**src/rtl/usbh_tx_sequencer_if.sv**
```systemverilog
// Bundle of the sequencer's control, TX-FIFO and ULPI TX signals.
// The slave modport is the sequencer's view; master is the SIE/FIFO/PHY side.
interface usbh_tx_sequencer_if #(
    parameter int LEN_W = 7
);
    logic             start_i;
    logic [3:0]       pid_i;
    logic             data_en_i;
    logic [LEN_W-1:0] len_i;
    logic             busy_o;
    logic             done_o;
    logic             err_o;
    logic [7:0]       fifo_data_i;
    logic             fifo_empty_i;
    logic             fifo_pop_o;
    logic             fifo_flush_o;
    logic [7:0]       tx_data_o;
    logic             tx_valid_o;
    logic             tx_ready_i;
    logic             tx_last_o;

    modport slave (
        input  start_i, pid_i, data_en_i, len_i, fifo_data_i, fifo_empty_i, tx_ready_i,
        output busy_o, done_o, err_o, fifo_pop_o, fifo_flush_o, tx_data_o, tx_valid_o, tx_last_o
    );

    modport master (
        output start_i, pid_i, data_en_i, len_i, fifo_data_i, fifo_empty_i, tx_ready_i,
        input  busy_o, done_o, err_o, fifo_pop_o, fifo_flush_o, tx_data_o, tx_valid_o, tx_last_o
    );
endinterface

```
**src/rtl/usbh_tx_sequencer.sv**
```systemverilog
// USB host transmit sequencer: PID byte, optional FIFO payload, CRC16 trailer,
// streamed to the ULPI TX path with valid/ready handshaking.
module usbh_tx_sequencer #(
    parameter int MAX_LEN = 64,
    parameter int LEN_W   = 7
) (
    input  logic                 clk_i,
    input  logic                 rst_i,
    usbh_tx_sequencer_if.slave   bus
);
    typedef enum logic [2:0] {
        S_IDLE,
        S_PID,
        S_DATA,
        S_CRC_LO,
        S_CRC_HI,
        S_ERR
    } state_t;

    state_t           state_q;
    logic [3:0]       pid_q;
    logic             data_en_q;
    logic [LEN_W-1:0] cnt_q;
    logic [15:0]      crc_q;
    logic             done_q;

    logic [15:0]      crc_chain [0:8];
    logic             tx_valid;
    logic [7:0]       tx_data;
    logic             tx_last;
    logic             xfer;

    // Reflected CRC-16/USB, one bit per stage, LSB of the byte first.
    assign crc_chain[0] = crc_q;
    generate
        for (genvar gi = 0; gi < 8; gi++) begin : g_crc
            assign crc_chain[gi+1] = (crc_chain[gi][0] ^ bus.fifo_data_i[gi])
                                   ? ({1'b0, crc_chain[gi][15:1]} ^ 16'hA001)
                                   : {1'b0, crc_chain[gi][15:1]};
        end
    endgenerate

    always_comb begin
        tx_valid = 1'b0;
        tx_data  = 8'h00;
        tx_last  = 1'b0;
        case (state_q)
            S_PID: begin
                tx_valid = 1'b1;
                tx_data  = {~pid_q, pid_q};
                tx_last  = ~data_en_q;
            end
            S_DATA: begin
                tx_valid = ~bus.fifo_empty_i;
                tx_data  = bus.fifo_empty_i ? 8'h00 : bus.fifo_data_i;
            end
            S_CRC_LO: begin
                tx_valid = 1'b1;
                tx_data  = ~crc_q[7:0];
            end
            S_CRC_HI: begin
                tx_valid = 1'b1;
                tx_data  = ~crc_q[15:8];
                tx_last  = 1'b1;
            end
            default: begin
                tx_valid = 1'b0;
            end
        endcase
    end

    assign xfer             = tx_valid & bus.tx_ready_i;
    assign bus.tx_valid_o   = tx_valid;
    assign bus.tx_data_o    = tx_data;
    assign bus.tx_last_o    = tx_last;
    assign bus.fifo_pop_o   = (state_q == S_DATA) & xfer;
    assign bus.fifo_flush_o = (state_q == S_ERR);
    assign bus.err_o        = (state_q == S_ERR);
    assign bus.busy_o       = (state_q != S_IDLE);
    assign bus.done_o       = done_q;

    always_ff @(posedge clk_i) begin
        if (rst_i) begin
            state_q   <= S_IDLE;
            pid_q     <= 4'h0;
            data_en_q <= 1'b0;
            cnt_q     <= '0;
            crc_q     <= 16'hFFFF;
            done_q    <= 1'b0;
        end else begin
            done_q <= 1'b0;
            case (state_q)
                S_IDLE: begin
                    crc_q <= 16'hFFFF;
                    if (bus.start_i) begin
                        pid_q     <= bus.pid_i;
                        data_en_q <= bus.data_en_i;
                        cnt_q     <= bus.len_i;
                        if (bus.data_en_i && (bus.len_i > LEN_W'(MAX_LEN))) begin
                            state_q <= S_ERR;
                        end else begin
                            state_q <= S_PID;
                        end
                    end
                end
                S_PID: begin
                    if (xfer) begin
                        if (!data_en_q) begin
                            state_q <= S_IDLE;
                            done_q  <= 1'b1;
                        end else if (cnt_q == '0) begin
                            state_q <= S_CRC_LO;
                        end else begin
                            state_q <= S_DATA;
                        end
                    end
                end
                S_DATA: begin
                    // An empty FIFO mid-payload aborts the packet.
                    if (bus.fifo_empty_i) begin
                        state_q <= S_ERR;
                    end else if (bus.tx_ready_i) begin
                        crc_q <= crc_chain[8];
                        cnt_q <= cnt_q - LEN_W'(1);
                        if (cnt_q == LEN_W'(1)) begin
                            state_q <= S_CRC_LO;
                        end
                    end
                end
                S_CRC_LO: begin
                    if (bus.tx_ready_i) begin
                        state_q <= S_CRC_HI;
                    end
                end
                S_CRC_HI: begin
                    if (bus.tx_ready_i) begin
                        state_q <= S_IDLE;
                        crc_q   <= 16'hFFFF;
                        done_q  <= 1'b1;
                    end
                end
                S_ERR: begin
                    state_q <= S_IDLE;
                    crc_q   <= 16'hFFFF;
                end
                default: begin
                    state_q <= S_IDLE;
                end
            endcase
        end
    end
endmodule

```
**src/flat_wrapper.sv**
```systemverilog
// flat-port wrapper written by rule: the top's interface ports become plain ports
module usbh_tx_sequencer_flat 
#(
    parameter int MAX_LEN = 64,
    parameter int LEN_W   = 7
)
  (clk_i, rst_i, bus_start_i, bus_pid_i, bus_data_en_i, bus_len_i, bus_fifo_data_i, bus_fifo_empty_i, bus_tx_ready_i, bus_busy_o, bus_done_o, bus_err_o, bus_fifo_pop_o, bus_fifo_flush_o, bus_tx_data_o, bus_tx_valid_o, bus_tx_last_o);
  usbh_tx_sequencer_if #(.LEN_W(LEN_W)) bus_i ();
  input  logic clk_i;
  input  logic rst_i;
  input wire logic [$bits(bus_i.start_i)-1:0] bus_start_i;
  input wire logic [$bits(bus_i.pid_i)-1:0] bus_pid_i;
  input wire logic [$bits(bus_i.data_en_i)-1:0] bus_data_en_i;
  input wire logic [$bits(bus_i.len_i)-1:0] bus_len_i;
  input wire logic [$bits(bus_i.fifo_data_i)-1:0] bus_fifo_data_i;
  input wire logic [$bits(bus_i.fifo_empty_i)-1:0] bus_fifo_empty_i;
  input wire logic [$bits(bus_i.tx_ready_i)-1:0] bus_tx_ready_i;
  output wire logic [$bits(bus_i.busy_o)-1:0] bus_busy_o;
  output wire logic [$bits(bus_i.done_o)-1:0] bus_done_o;
  output wire logic [$bits(bus_i.err_o)-1:0] bus_err_o;
  output wire logic [$bits(bus_i.fifo_pop_o)-1:0] bus_fifo_pop_o;
  output wire logic [$bits(bus_i.fifo_flush_o)-1:0] bus_fifo_flush_o;
  output wire logic [$bits(bus_i.tx_data_o)-1:0] bus_tx_data_o;
  output wire logic [$bits(bus_i.tx_valid_o)-1:0] bus_tx_valid_o;
  output wire logic [$bits(bus_i.tx_last_o)-1:0] bus_tx_last_o;
  assign bus_i.start_i = bus_start_i;
  assign bus_i.pid_i = bus_pid_i;
  assign bus_i.data_en_i = bus_data_en_i;
  assign bus_i.len_i = bus_len_i;
  assign bus_i.fifo_data_i = bus_fifo_data_i;
  assign bus_i.fifo_empty_i = bus_fifo_empty_i;
  assign bus_i.tx_ready_i = bus_tx_ready_i;
  assign bus_busy_o = bus_i.busy_o;
  assign bus_done_o = bus_i.done_o;
  assign bus_err_o = bus_i.err_o;
  assign bus_fifo_pop_o = bus_i.fifo_pop_o;
  assign bus_fifo_flush_o = bus_i.fifo_flush_o;
  assign bus_tx_data_o = bus_i.tx_data_o;
  assign bus_tx_valid_o = bus_i.tx_valid_o;
  assign bus_tx_last_o = bus_i.tx_last_o;
  usbh_tx_sequencer #(.MAX_LEN(MAX_LEN), .LEN_W(LEN_W)) u_core (.clk_i(clk_i), .rst_i(rst_i), .bus(bus_i));
endmodule
```
**config.mk**
```make
export PLATFORM = sky130hd
export DESIGN_NAME = usbh_tx_sequencer_flat
export DESIGN_NICKNAME = d
export VERILOG_FILES = /design/src/rtl/usbh_tx_sequencer_if.sv /design/src/rtl/usbh_tx_sequencer.sv /design/src/flat_wrapper.sv
export SDC_FILE = /design/constraint.sdc
export NUM_CORES = 1
export LEC_CHECK = 0
export BUFFER_PORTS_ARGS = -buffer_cell sky130_fd_sc_hd__buf_2
export CORE_MARGIN = 2
export CORE_UTILIZATION = 49
export DETAILED_ROUTE_END_ITERATION = 6
export MAX_ROUTING_LAYER = met4
export PLACE_DENSITY = 0.76
export SYNTH_ARGS = -nofsm -noshare
export SYNTH_HDL_FRONTEND = slang
export SYNTH_SLANG_ARGS = --single-unit
```
**constraint.sdc**
```tcl
create_clock -name clk_i -period 2.36 [get_ports clk_i]
set_input_delay 0.118 -clock clk_i [delete_from_list [all_inputs] [get_ports clk_i]]
set_output_delay 0.118 -clock clk_i [all_outputs]
set_load 0.05 [all_outputs]
```
### Word-level counts from Yosys, hierarchy flattened

Index checks and enable logic that the tools add are counted.

* register bits: 32
* latch bits: 0
* RAM bits: 0
* memory bits (read-only): 0
* input port bits: 25
* output and inout port bits: 15
* word-level logic and storage cells: 92
* memories: 0

* add/sub/neg operators: 1
* multiply operators: 0
* divide/modulo/power cells: 0
* order comparisons: 1
* equality and inequality tests: 14
* shift-type cells: 0
* mux-type cells: 35
* bitwise operators: 23
* reduce and logical (&&, ||, !) cells: 12

Operator list (number)
* 16-bit two-way mux: 11
* 16-bit one-hot mux with 3 select lines: 1
* 8-bit one-hot mux with 4 select lines: 1
* 3-bit two-way mux: 9
* 2-bit inverter with 3-bit output: 8
* 7-bit two-way mux: 3
* 8-bit inverter: 2
* 3-bit one-hot mux with 5 select lines: 1
* 7-bit one-hot mux with 2 select lines: 1
* 2-bit != test (second input constant): 5
* 8-bit two-way mux: 1
* 4-bit AND reduction: 2
* 1-bit bitwise XOR: 8
* 7-bit by 1-bit equality test with 1-bit output (second input constant): 1
* 7-bit > comparator (second input constant): 1
* 7-bit zero test: 1
* 7-bit by 1-bit subtractor with 7-bit output (second input constant): 1
* 3-bit by 2-bit equality test with 1-bit output (second input constant): 2
* 3-bit equality test (second input constant): 2
* 3-bit != test (second input constant): 2
* 1-bit one-hot mux with 2 select lines: 3
* 6-bit AND reduction: 1
* 3-bit nonzero test: 2
* 1-bit two-way mux: 4
* other kinds (11): 13

### Longest topological paths before layout

Gate-level depths: netlist (run 1).

* depth after elaboration: 19
* mapped depth: 8
* depth with buffers taken out: 7

### Worst setup path after synthesis (run 1)

No wires, ideal clock.

* path type: register to register
* from: reg u_core.state_q[1]
* to: reg u_core.state_q[2]
* arrival time: 2.287 ns
* slack: -0.052 ns
* cell stages (with the launch flop): 7
* buffers on the path: 1
* cells stage by stage: dfxtp_1 buf_2 a21oi_1 o21ai_0 a2bb2oi_1 a22oi_1 nor2_1

* longest elaborated chain between the ends: 6

RTL lines
* start: declaration: line usbh_tx_sequencer.sv:20 `state_t state_q;`
* start signal: assignment: line usbh_tx_sequencer.sv:84 `state_q <= S_IDLE;`
* start signal: assignment: line usbh_tx_sequencer.sv:100 `state_q <= S_ERR;`
* start signal: assignment: line usbh_tx_sequencer.sv:102 `state_q <= S_PID;`
* 3-bit by 1-bit equality test with 1-bit output, or another cell as far along: line usbh_tx_sequencer.sv:47 `case (state_q)`
* 3-bit OR reduction (no source line)
* 1-bit one-hot mux with 2 select lines *: line usbh_tx_sequencer.sv:47
* via bus_tx_valid_o: line flat_wrapper.sv:24 `output wire logic [$bits(bus_i.tx_valid_o)-1:0] bus_tx_valid_o;`
* 1-bit bitwise AND *: line usbh_tx_sequencer.sv:72 `assign xfer = tx_valid & bus.tx_ready_i;`
* 2-bit by 1-bit != test with 1-bit output (no source line) *
* 6-bit AND reduction (no source line) *

Mark *: on every way through the listed nets, which the timed path passes. The rest lies on a longest branch.
A chain may end at the register's enable or synchronous reset.

### Final worst setup path (run 1)

* from: reg u_core.state_q[1]
* to: out bus_tx_data_o[3]

* longest elaborated chain between the ends: 2

RTL lines
* 3-bit equality test, or another cell as far along: line usbh_tx_sequencer.sv:47
* 8-bit one-hot mux with 4 select lines *: line usbh_tx_sequencer.sv:47
* end: declaration: line flat_wrapper.sv:23 `output wire logic [$bits(bus_i.tx_data_o)-1:0] bus_tx_data_o;`

Every way passes the cells marked *; elsewhere a longest branch is shown, timed or not.

==> impl_metrics.py, run 1 <==
metrics = {
    "timing": {
        "max_slew_margin_pct": 31.1,
        "hold_viol_final": 0,
        "fin_crit_sh_pct": 88.4,
        "setup_ws_ns": 0.273,
        "setup-tns-final_ns": 0,
        "worst_pin_slew_ns": 1.03,
        "fin_skew_ns": 0.0113,
        "rsz0062_at_grt": "no",
        "finalSetupViolations": 0,
        "fmax_mhz": 479,
        "min_period_ns": 2.09,
        "drv_slew": 0,
    },
    "hold_path": {
        "holdPathEnd": "u_core.pid_q[2]",
        "whs_path_depth": 3,
        "min_from": "bus_pid_i[2]",
        "hold_class": "input pin to flop",
    },
    "routing": {
        "via_per_inst": 5.44,
        "drt_iter0_drc": 148,
        "final_antenna_net_count": 0,
        "vias": 1860,
        "wl_per_cell_um": 13.9,
        "wl_um": 4770,
        "firstDrtPassIters": 4,
        "drc": 0,
    },
    "cells_and_area": {
        "n_fill_cell": 375,
        "fin_nets": 319,
        "syn2layout_area_growth_pct": 14.5,
        "diodes": 0,
        "final_core_util_pct": 57.5,
        "layout-drive-gt1-share_pct": 20.2,
    },
    "grt": {
        "grt_usage_pct": 22.9,
        "grtUsageMet1_pct": 32.6,
        "grt_pass1_vias": 1561,
        "antenna_found_initial": 0,
        "grt_max_degree": 36,
        "grt_pass1_wl_um": 7600,
        "busiest_layer": "met1",
        "gr-total-overflow": 0,
        "met2_usage_pct": 32.0,
        "grtUsageMet3_pct": 5.00,
    },
    "cts": {
        "path_clk_slew_ns": 0.07,
        "clk-insertion-delay-late_ns": 0.29,
        "holdBufCountCts": 0,
        "htree_levels": 2,
        "clk_path_buf_depth": 2,
        "cts_tree": "yes",
        "cts_num_sinks": 32,
        "cts_root_buffer": "clkbuf_8",
        "cts_buffers": 5,
    },
    "setup_path": {
        "path_class": "flop to output pin",
        "critical_path_peak_fanout": 15,
        "cp_num_buf_inv": 1,
        "worstSetupStartpoint": "u_core.state_q[1]",
        "worstSetupPathDepth": 4,
        "endpoint_kind": "output pin",
        "cp.required_ns": 2.24,
        "crit_chain": "and3_1, a21oi_1, o21ai_1, buf_2",
        "crit_family": "flip-flops",
        "slowest_stage": "dfxtp_1",
        "rrSetupSlack_ns": 0.28,
        "r2r-start": "u_core.state_q[2]",
        "timing.rr.end": "u_core.crc_q[0]",
        "critPathMaxStageDelay_ns": 0.61,
        "rr_worst_depth": 6,
        "startpoint_type": "flop",
        "cp.arrival_ns": 1.97,
    },
    "outcome": {
        "status": "complete, no violations",
    },
    "die": {
        "core_area_um2": 3970,
        "num_rows": 23,
        "fp.dieW_um": 67.8,
        "die-area_um2": 4590,
        "ios": 40,
        "start_util_pct": 50.2,
        "die_h_um": 67.8,
    },
    "power": {
        "power_density_nw_per_um2": 836,
        "power_switching_mw": 0.810,
        "ir_drop_v": 0.000405,
        "p_int_mw": 1.10,
        "p_comb_share_pct": 43.9,
        "seqPwrFrac_pct": 35.0,
        "power_frac_clock_pct": 21.1,
        "p_sw_share_pct": 42.5,
        "p_total_mw": 1.91,
        "leakagePower_nw": 0.979,
    },
    "place": {
        "place_hpwl_um": 3460,
        "place.gp.congestion": 0.830,
        "port-buffer-count": 39,
        "place_ws_ns": 0.314,
    },
    "logic_synthesis": {
        "synth.avg_cell_area_um2": 7.67,
        "synth.ff_latch_count": 32,
        "synth_edf_count": 0,
        "synthArstFlopShare_pct": 0,
        "ys_warn_count": 0,
        "synthCells": 260,
        "syn_area_um2": 1990,
        "synth_nets": 287,
        "synth_top_area_share_pct": 32.1,
        "synth_area_leaders": "dfxtp_1 (32%), nor2_1 (8.7%), xnor2_1 (4.8%)",
        "synth_flop_cell": "dfxtp_1",
        "ys_types": 44,
        "seq_area_frac_synth_pct": 32.1,
        "synth_top_area_cell": "dfxtp_1",
    },
    "run": {
        "cap_violations": 0,
    },
}
[synthesized netlist by cell type, types with 3 or more instances]
cell type,count
xor2_1,7
nand3_1,5
nor2_1,46
buf_2,5
o21bai_1,9
clkbuf_1,10
nand2_1,13
nor3_1,15
xnor2_1,11
mux2_2,3
or3_1,4
o22ai_1,3
o21ai_0,18
a21oi_1,16
mux2i_1,9
dfxtp_1,32
a22o_1,3
inv_1,7
a22oi_1,5
nand2b_1,7
[registers in the layout, summed over array words and instances (netlist names)]
register / flops
u_core.crc_q: 16
u_core.cnt_q: 7
u_core.pid_q: 4
u_core.state_q: 3
u_core.bus.done_o: 1
u_core.data_en_q: 1
[cell families after synthesis]
logic type	count (synthesis)	synth area share [%]
buffers and inverters	25	5.21
xor gates and xnor gates	20	9.92
muxes	12	6.21
and+or+nand+nor	102	23.8
AOI/OAI and AO/OA	67	21.5
DFF	32	32.1
adders and majority gates	2	1.26
[per-stage QoR]
stage / hold slack (ns) / cell area (um2) / std cells
after global placement: 0.354 / 2200 / 335
after CTS: 0.0707 / 2280 / 342
after detailed placement: 0.363 / 2200 / 335
after global routing: 0.0655 / 2280 / 342
final: 0.0747 / 2280 / 342
after floorplan: 0.265 / 1990 / 260
[per-layer routing]
layer  routed length, um  part of all wire (%)  vias to the layer above
li1                    -                     -                      967
met1                2280                    48                      820
met4                  26                  0.55                        0
met3                 352                   7.4                        4
met2                2110                    44                       69
met5                   0                     0                        -
[timing repair]
action | CTS | global route
setup buffers | 0 | 0
endpoints found under the setup margin | 0 | 1
gates resized for setup | 0 | 1
[worst min-delay path: stages]
cell	delay (ns)
buf_2	0.07
mux2i_1	0.05
nor2_1	0.07
[placed cells by master, fill, tap and decap left out, drive strengths merged, types with 2 or more instances in the layout]
cell type,instances
mux2i,9
mux2,3
xnor2,12
o21bai,9
a211o,2
nand2b,7
buf,43
o22ai,3
nor2b,2
a211oi,2
nand3,5
a22o,3
o211ai,2
clkbuf,6
a22oi,5
nor4b,2
ha,2
xor2,7
nor3,15
dfxtp,32
inv,7
o21ai,18
a21oi,16
or3,4
nand2,13
nor2,47
or2,2
[final cells by class]
cell class	count	area (um2)	area share (%)
clock inverter	1	5.00	0.219
timing repair buffer	43	225	9.87
tap	50	62.6	2.74
inverter	7	26.3	1.15
sequential	32	641	28.1
multi-input combinational	203	1250	54.8
clock buffer	6	72.6	3.18
[how the worst max path moves through the flow]
stage / to / slack [ns]
2_1_floorplan: bus_tx_data_o[5] / 0.02
3_3_place_gp: u_core.crc_q[0] / 0.39
3_5_place_dp: u_core.crc_q[0] / 0.31
4_1_cts: bus_fifo_pop_o / 0.17
5_1_grt: u_core.cnt_q[3] / 0.09
6_report: bus_tx_data_o[3] / 0.27
[power by group through the flow]
stage               logic, mW  clock network [mW]  registers (mW)
floorplan               0.684                   0           0.657
global placement        0.824                   0           0.677
detailed placement      0.831                   0           0.679
CTS                     0.834               0.406           0.668
global route            0.913               0.433           0.680
finish                  0.838               0.402           0.668
Power figures use the tool's default switching activity.
==> run 2, diff against run 1 <==
--- a/config.mk
+++ b/config.mk
@@ -6,6 +6,7 @@
 export NUM_CORES = 1
 export LEC_CHECK = 0
 export BUFFER_PORTS_ARGS = -buffer_cell sky130_fd_sc_hd__buf_2
+export CORE_ASPECT_RATIO = 0.9
 export CORE_MARGIN = 2
 export CORE_UTILIZATION = 49
 export DETAILED_ROUTE_END_ITERATION = 6
==> run 2 against run 1 <==
Cell count down 0.88%; clock skew is 0.0069 ns lower; global-route usage grew 0.41 points; sequential share of layout area decreased by 0.077 points; critical endpoint is now bus_tx_data_o[5]; via count up 1.9%; combinational power is 0.8% higher; register-to-register slack barely moved; largest power group unchanged; largest cell class unchanged; clock power increased by 8.7%.
==> impl_metrics.py, run 2 (same netlist as run 1, synthesis figures left out) <==
metrics = {
    "timing": {
        "fin_crit_sh_pct": 90.7,
        "drv_slew": 0,
        "min_period_ns": 2.14,
        "max_slew_margin_pct": 33.6,
        "rsz0062_at_grt": "no",
        "fin_skew_ns": 0.00439,
        "fmax_mhz": 467,
        "worst_pin_slew_ns": 0.995,
        "finalSetupViolations": 0,
        "hold_viol_final": 0,
        "setup_ws_ns": 0.219,
        "setup-tns-final_ns": 0,
    },
    "cts": {
        "cts_buffers": 5,
        "cts_tree": "yes",
        "clk-insertion-delay-late_ns": 0.29,
        "htree_levels": 2,
        "clk_path_buf_depth": 2,
        "cts_num_sinks": 32,
        "cts_setup_buffers": 0,
        "cts_root_buffer": "clkbuf_8",
        "holdBufCountCts": 0,
        "path_clk_slew_ns": 0.07,
        "cts_repair_resize_count": 0,
    },
    "setup_path": {
        "cp.arrival_ns": 2.02,
        "endpoint_kind": "output pin",
        "cp.required_ns": 2.24,
        "path_class": "flop to output pin",
        "startpoint_type": "flop",
        "critical_path_peak_fanout": 19,
    },
    "routing": {
        "firstDrtPassIters": 4,
        "wl_per_cell_um": 14.4,
        "drc": 0,
        "wl_um": 4880,
        "vias": 1895,
        "drt_iter0_drc": 191,
        "final_antenna_net_count": 0,
        "via_per_inst": 5.59,
    },
    "run": {
        "cap_violations": 0,
    },
    "grt": {
        "grt_usage_pct": 23.3,
        "antenna_found_initial": 0,
        "grtUsageMet3_pct": 3.42,
        "grt_max_degree": 36,
        "busiest_layer": "met2",
        "gr-total-overflow": 0,
        "grt_pass1_wl_um": 8110,
        "grt_pass1_vias": 1684,
        "grtUsageMet1_pct": 32.8,
        "met2_usage_pct": 33.3,
    },
    "place": {
        "place.gp.congestion": 0.850,
        "place_area_um2": 2200,
        "place_hpwl_um": 3480,
        "port-buffer-count": 39,
        "place_ws_ns": 0.337,
    },
    "power": {
        "power_density_nw_per_um2": 852,
        "p_total_mw": 1.95,
        "leakagePower_nw": 0.983,
        "ir_drop_v": 0.000321,
    },
    "outcome": {
        "status": "complete, no violations",
    },
    "cells_and_area": {
        "n_fill_cell": 353,
        "reg_top3": "u_core.crc_q: 16 flops, u_core.cnt_q: 7 flops, u_core.pid_q: 4 flops",
        "layout_common_cells": "nor2_1 (46), buf_2 (39), dfxtp_1 (32), a21oi_1 (16), nor3_1 (15)",
        "layout-drive-gt1-share_pct": 19.8,
        "final_common_cell": "nor2_1",
        "largest_reg_flops": 16,
        "diodes": 0,
        "finalInstanceArea_um2": 2290,
        "syn2layout_area_growth_pct": 14.8,
        "fin_nets": 319,
        "top_register": "u_core.crc_q",
    },
    "die": {
        "num_rows": 21,
        "core_area_um2": 3810,
        "start_util_pct": 52.3,
        "die_h_um": 64.5,
        "ios": 40,
        "die-area_um2": 4590,
        "fp.dieW_um": 71.2,
    },
    "hold_path": {
        "hold_class": "input pin to flop",
    },
}
-- run 2: cell type report --
type	count	area, um2	area share, %
Inverter	7	26.3	1.15
Sequential cell	32	641	28.0
Clock buffer	8	90.1	3.94
Tap cell	46	57.6	2.52
Multi-Input combinational cell	203	1250	54.6
Timing Repair Buffer	43	225	9.84
-- run 2: worst max-delay path, stage by stage, from the launching register on --
cell     delay [ns]
dfxtp_1        0.55
buf_4          0.31
mux2_2         0.35
o21ai_0        0.20
buf_2          0.31
-- run 2: routing by layer --
metal / part of all wire (%) / vias to the layer above
li1: - / 972
met1: 49 / 866
met2: 44 / 52
met3: 5.4 / 5
met4: 1.0 / 0
met5: 0 / -
-- run 2: stage by stage --
| stage | cells | utilization (%) | hold WS, ns |
|---|---|---|---|
| 6_report | 339 | 60.1 | 0.0628 |
| 5_1_grt | 339 | 60.1 | 0.0788 |
| 4_1_cts | 339 | 60.1 | 0.0590 |
| 3_5_place_dp | 331 | 57.7 | 0.358 |
| 3_3_place_gp | 331 | 57.7 | 0.355 |
| 2_1_floorplan | 260 | - | 0.265 |
-- run 2: path summary, 6_finish.rpt --
path / startpoint / to / slack, ns / depth (start not counted)
worst min-delay path: bus_pid_i[2] / u_core.pid_q[2] / 0.06 / 3
worst max register to register: u_core.state_q[0] / u_core.crc_q[0] / 0.29 / 6
worst min register to register: u_core.pid_q[0] / u_core.pid_q[0] / 0.50 / 2
worst max-delay path: u_core.state_q[1] / bus_tx_data_o[5] / 0.22 / 4
-- run 2: report_power, final --
group          switching [mW]  internal [mW]  total [mW]  leakage [nW]
sequential             0.0663          0.603       0.669         0.262
clock                   0.199          0.238       0.437        0.0455
combinational           0.548          0.297       0.845         0.676
